[src/rtl/state_pkg.sv]
// Player facing state and sprite geometry shared by game logic and the draw stage.
package state_pkg;

    typedef enum logic [1:0] {
        IDLE  = 2'd0,
        RIGHT = 2'd1,
        LEFT  = 2'd2
    } State;

    localparam int unsigned PLAYER_WIDTH  = 40;
    localparam int unsigned PLAYER_HEIGHT = 80;

endpackage

[src/rtl/vga_pkg.sv]
// VGA timing constants shared by the video pipeline.
package vga_pkg;

    localparam int unsigned HOR_PIXELS = 800;
    localparam int unsigned VER_PIXELS = 600;

endpackage

[src/rtl/frame_tick.sv]
// Registers vsync and emits a one-cycle tick on each rising edge (frame-rate strobe).
module frame_tick (
    input  logic clk,
    input  logic rst,
    input  logic vsync_in,
    output logic tick
);

    logic vsync_q, vsync_d;
    logic vsync_prev_q, vsync_prev_d;
    logic armed_q, armed_d;

    // armed blocks a tick from a vsync that was already high when reset released
    always_comb begin
        vsync_d      = vsync_in;
        vsync_prev_d = vsync_q;
        armed_d      = armed_q | ~vsync_in;
    end

    always_ff @(posedge clk) begin
        if (rst) begin
            vsync_q      <= 1'b0;
            vsync_prev_q <= 1'b0;
            armed_q      <= 1'b0;
        end else begin
            vsync_q      <= vsync_d;
            vsync_prev_q <= vsync_prev_d;
            armed_q      <= armed_d;
        end
    end

    assign tick = vsync_q & ~vsync_prev_q & armed_q;

endmodule

[src/rtl/player_ctl.sv]
// Player movement controller: buttons -> x position / facing state, updated once per frame.
// Optional acceleration enabled by defining PLAYER_CTL_ACCEL_EN.
module player_ctl
    import state_pkg::*;
#(
    parameter int unsigned X_MIN     = 0,
    parameter int unsigned X_MAX     = vga_pkg::HOR_PIXELS - PLAYER_WIDTH,
    parameter int unsigned X_START   = 380,
    parameter int unsigned Y_START   = 0,
    parameter int unsigned STEP      = 2,
    parameter int unsigned MAX_SPEED = 6
) (
    input  logic        clk,
    input  logic        rst,
    input  logic        vsync_in,
    input  logic        btn_left,
    input  logic        btn_right,
    output logic [11:0] xpos_player,
    output logic [11:0] ypos_player,
    output State        state
);

    localparam logic [12:0] X_MIN_W   = 13'(X_MIN);
    localparam logic [12:0] X_MAX_W   = 13'(X_MAX);
    localparam logic [11:0] X_MIN_12  = 12'(X_MIN);
    localparam logic [11:0] X_MAX_12  = 12'(X_MAX);
    localparam logic [11:0] X_START_12 = 12'(X_START);
    localparam logic [11:0] Y_START_12 = 12'(Y_START);

    logic btn_l_meta_q, btn_l_meta_d, btn_l_sync_q, btn_l_sync_d;
    logic btn_r_meta_q, btn_r_meta_d, btn_r_sync_q, btn_r_sync_d;
    logic [11:0] xpos_q, xpos_d;
    logic [11:0] ypos_q, ypos_d;
    State state_q, state_d;
    State dir;
    logic tick;
    logic [12:0] step_w;
    logic [12:0] sum_w;

    frame_tick u_frame_tick (
        .clk      (clk),
        .rst      (rst),
        .vsync_in (vsync_in),
        .tick     (tick)
    );

    always_comb begin
        btn_l_meta_d = btn_left;
        btn_l_sync_d = btn_l_meta_q;
        btn_r_meta_d = btn_right;
        btn_r_sync_d = btn_r_meta_q;
    end

    always_comb begin
        dir = IDLE;
        unique case ({btn_l_sync_q, btn_r_sync_q})
            2'b10:   dir = LEFT;
            2'b01:   dir = RIGHT;
            default: dir = IDLE;
        endcase
    end

`ifdef PLAYER_CTL_ACCEL_EN
    localparam logic [2:0] MAX_SPEED_W = 3'(MAX_SPEED);

    logic [2:0] speed_q, speed_d;

    // the updated speed is applied to the move on the same tick
    always_comb begin
        speed_d = speed_q;
        if (tick) begin
            if (dir == IDLE)
                speed_d = '0;
            else if (dir == state_q)
                speed_d = (speed_q >= MAX_SPEED_W) ? MAX_SPEED_W : speed_q + 3'd1;
            else
                speed_d = 3'd1;
        end
    end

    always_ff @(posedge clk) begin
        if (rst) speed_q <= '0;
        else     speed_q <= speed_d;
    end

    assign step_w = {10'b0, speed_d};
`else
    assign step_w = 13'(STEP);
`endif

    // compare before subtract so the left move never underflows
    always_comb begin
        sum_w   = {1'b0, xpos_q} + step_w;
        xpos_d  = xpos_q;
        state_d = state_q;
        ypos_d  = Y_START_12;
        if (tick) begin
            state_d = dir;
            unique case (dir)
                RIGHT:   xpos_d = (sum_w > X_MAX_W) ? X_MAX_12 : sum_w[11:0];
                LEFT:    xpos_d = ({1'b0, xpos_q} < X_MIN_W + step_w) ? X_MIN_12
                                                                       : xpos_q - step_w[11:0];
                default: xpos_d = xpos_q;
            endcase
        end
    end

    always_ff @(posedge clk) begin
        if (rst) begin
            btn_l_meta_q <= 1'b0;
            btn_l_sync_q <= 1'b0;
            btn_r_meta_q <= 1'b0;
            btn_r_sync_q <= 1'b0;
            xpos_q       <= X_START_12;
            ypos_q       <= Y_START_12;
            state_q      <= IDLE;
        end else begin
            btn_l_meta_q <= btn_l_meta_d;
            btn_l_sync_q <= btn_l_sync_d;
            btn_r_meta_q <= btn_r_meta_d;
            btn_r_sync_q <= btn_r_sync_d;
            xpos_q       <= xpos_d;
            ypos_q       <= ypos_d;
            state_q      <= state_d;
        end
    end

    assign xpos_player = xpos_q;
    assign ypos_player = ypos_q;
    assign state       = state_q;

endmodule
[config.mk]
export PLATFORM = sky130hd
export DESIGN_NAME = player_ctl
export DESIGN_NICKNAME = d
export VERILOG_FILES = /design/src/rtl/state_pkg.sv /design/src/rtl/vga_pkg.sv /design/src/rtl/frame_tick.sv /design/src/rtl/player_ctl.sv
export SDC_FILE = /design/constraint.sdc
export NUM_CORES = 1
export LEC_CHECK = 0
export BUFFER_PORTS_ARGS = -buffer_cell sky130_fd_sc_hd__buf_2
export CAP_MARGIN = 20
export CORE_ASPECT_RATIO = 0.8
export CORE_MARGIN = 8
export CORE_UTILIZATION = 59
export DETAILED_ROUTE_END_ITERATION = 12
export PLACE_DENSITY_LB_ADDON = 0.08
export RECOVER_POWER = 25
export SYNTH_ARGS = -nofsm -noshare
export SYNTH_HDL_FRONTEND = slang
export SYNTH_SLANG_ARGS = --single-unit
[constraint.sdc]
create_clock -name clk -period 8.36 [get_ports clk]
set_clock_uncertainty 0.05 [all_clocks]
set_input_delay 1.672 -clock clk [delete_from_list [all_inputs] [get_ports clk]]
set_output_delay 1.672 -clock clk [all_outputs]
set_load 0.01 [all_outputs]
==> qor.yml <==
sta:
  tns_ns: 0
  drv_slew: 0
  worst_pin_slew_ns: 1.07
  fmax_ghz: 0.333
  fin_ws_ns: 5.36
  finalCritPeriodShare_pct: 35.9
  period_minus_slack_ns: 3.00
  rsz0062_at_grt: "false"
  hold_violations: 0
  relSlewSlack_pct: 28.6
  setup_violations: 0
logic_synthesis:
  synthSimpleGateAreaFrac_pct: 29.4
  synth_warnings: 0
  synth-edff-count: 0
  synth_top_family_by_area: "simple AND/OR/NAND/NOR gates"
  synth_ff_type: "dfxtp_1"
  syn_area_sq_um: 1540
  yosysSeqAreaShare_pct: 26.0
  synth-compound-area-share_pct: 24.2
  synth_top_area_cell: "dfxtp_1"
  yosys.cell_types.count: 52
  yosys-top-cells-count: "20 x dfxtp_1, 15 x nor2_1, 13 x buf_4"
  synthTopCellsByArea: "dfxtp_1 26%, buf_4 6.3%, nor2b_1 4.1%"
  synth.mux.area_fraction_pct: 1.38
  avgSynthCellArea_sq_um: 7.66
  ys_ff_latch: 20
  synth.most_common_cell: "dfxtp_1"
  synth_xor_area_share_pct: 2.27
  netlist_instances: 201
  synth_top_area_share_pct: 26.0
  synth_fa_ha_area_share_pct: 3.25
  synthArstFlopShare_pct: 0
floorplanning:
  core_region_area_sq_um: 2460
  fp.dieH_microns: 61.7
  start_util_pct: 62.6
  ios: 31
  dieArea_sq_um: 4510
  dieWidth_microns: 73.1
  row_count: 16
grt:
  top_usage_layer: "met2"
  track_usage_pct: 16.6
  use_met2_pct: 25.8
  antenna_found_initial: 0
  grt_pass1_vias: 1300
  grt_pass1_wl_microns: 6020
  grt_max_degree: 26
  grt_overflow: 0
  met1_usage_pct: 22.5
  met3_usage_pct: 4.81
setup_path:
  reg2reg_from: "xpos_player[1]"
  required_ns: 6.64
  crit_family: "flip-flops"
  slowest_delay_ns: 0.73
  critPathLaunchType: "flop"
  cp-end-kind: "output port"
  critPathSlowestCell: "dfxtp_1"
  worstPathCellList: "buf_2"
  critPathBufInv: 1
  path_class: "flop to output port"
  critPathArrivalTime_ns: 1.28
  cp-startpoint: "xpos_player[3]"
  cp_max_fo: 18
clock_network:
  insertion_delay_ns: 0.31
  cts_root_buffer: "clkbuf_4"
  h-tree-depth: 1
  ctsHoldBuffers: 0
  clk_pin_slew_ns: 0.12
  cts_made_buffers: 3
  cts_setup_buffers: 0
  ctsLongestPathBuffers: 2
  cts_resized: 0
  cts_tree: "yes"
  cts_sinks: 20
run_status:
  status: "completed"
routing:
  vias_per_cell: 6.11
  first_pass_iters: 4
  antenna_left: 0
  detail_route.wirelength_microns: 3710
  vias: 1479
  wl_per_cell_microns: 15.3
  drt-initial-drc-count: 100
  drc: 0
power:
  irDropWorstVdd_mv: 0.0690
  power.total_mw: 0.172
  p_per_area_nw_per_um2: 108
  p_leak_nw: 0.577
finish:
  nNetsFinal: 216
  drive_gt1_share_pct: 14.6
  area_growth_syn_to_layout_pct: 3.33
  fillers: 224
  diodes: 0
  stdcell_area_sq_um: 1590
placed_design:
  placed_area_sq_um: 1560
  dpl_worst_slack_ns: 5.43
  dp.final_hpwl_microns: 2640
  place_congestion: 0.882
  portBuffers: 17
worst_hold_path:
  min-delay-start: "btn_r_meta_q"
  min_path_type: "flop to flop"
flow_run:
  maxCapViolCount: 0
==> layout by cell type (no fill, tap or decap), drive strengths merged, types with 4 or more instances in the layout <==
cell type	netlist	routed
dfxtp	20	20
buf	18	16
nor2	15	15
conb	1	13
inv	12	12
a21oi	12	12
o21ai	11	11
nor2b	10	10
nor3	9	9
nand3	8	8
nand2	7	7
nand4	7	7
nor4	6	6
or3	5	5
clkbuf	10	5
o32ai	4	4
ha	4	4
==> state kept, by name, indices dropped and copies added (netlist names) <==
name and flops:
state 2, btn_l_sync_q 1, btn_l_meta_q 1, btn_r_meta_q 1
btn_r_sync_q 1, u_frame_tick.vsync_prev_d 1, xpos_player 11, u_frame_tick.vsync_prev_q 1
u_frame_tick.armed_q 1
==> cells by family after synthesis <==
logic type,after synthesis
simple gates,80
flops,20
other cells,1
compound gates,50
xor+xnor,4
buf+inv,40
mux,2
fa+ha+maj,4
==> layout make-up <==
| cell class | instances | area (sq um) | area share (%) |
|---|---|---|---|
| Clock buffer | 4 | 36.3 | 2.28 |
| Sequential cell | 20 | 400 | 25.2 |
| Tap cell | 36 | 45.0 | 2.83 |
| Multi-Input combinational cell | 153 | 981 | 61.6 |
| Inverter | 12 | 45.0 | 2.83 |
| Timing Repair Buffer | 17 | 83.8 | 5.27 |
==> power by group <==
group	internal [mW]	switching (mW)
registers	0.0972	0.00110
clock network	0.0266	0.0321
logic	0.00425	0.0104
total	0.128	0.0437
==> worst paths after layout <==
path / to / slack (ns) / depth (start not counted)
setup reg to reg: xpos_player[8] / 5.46 / 7
setup / recovery: xpos_player[3] / 5.36 / 1
hold / removal: btn_r_sync_q / 0.39 / 1
hold reg to reg: btn_r_sync_q / 0.39 / 1
==> metrics by stage <==
stage	hold WS [ns]	instances	utilization [%]
after floorplan	0.364	213	-
after global placement	0.369	238	63.2
after detailed placement	0.378	238	63.2
after CTS	0.409	242	64.7
after global routing	0.421	242	64.6
final	0.393	242	64.6
==> per-layer routing <==
| layer | part of all wire [%] | vias to the layer above |
|---|---|---|
| met5 | 0 | - |
| met4 | 0.43 | 0 |
| met3 | 12 | 2 |
| met2 | 41 | 93 |
| met1 | 46 | 668 |
| li1 | - | 716 |
No activity file was read; power rests on OpenSTA's default activity.
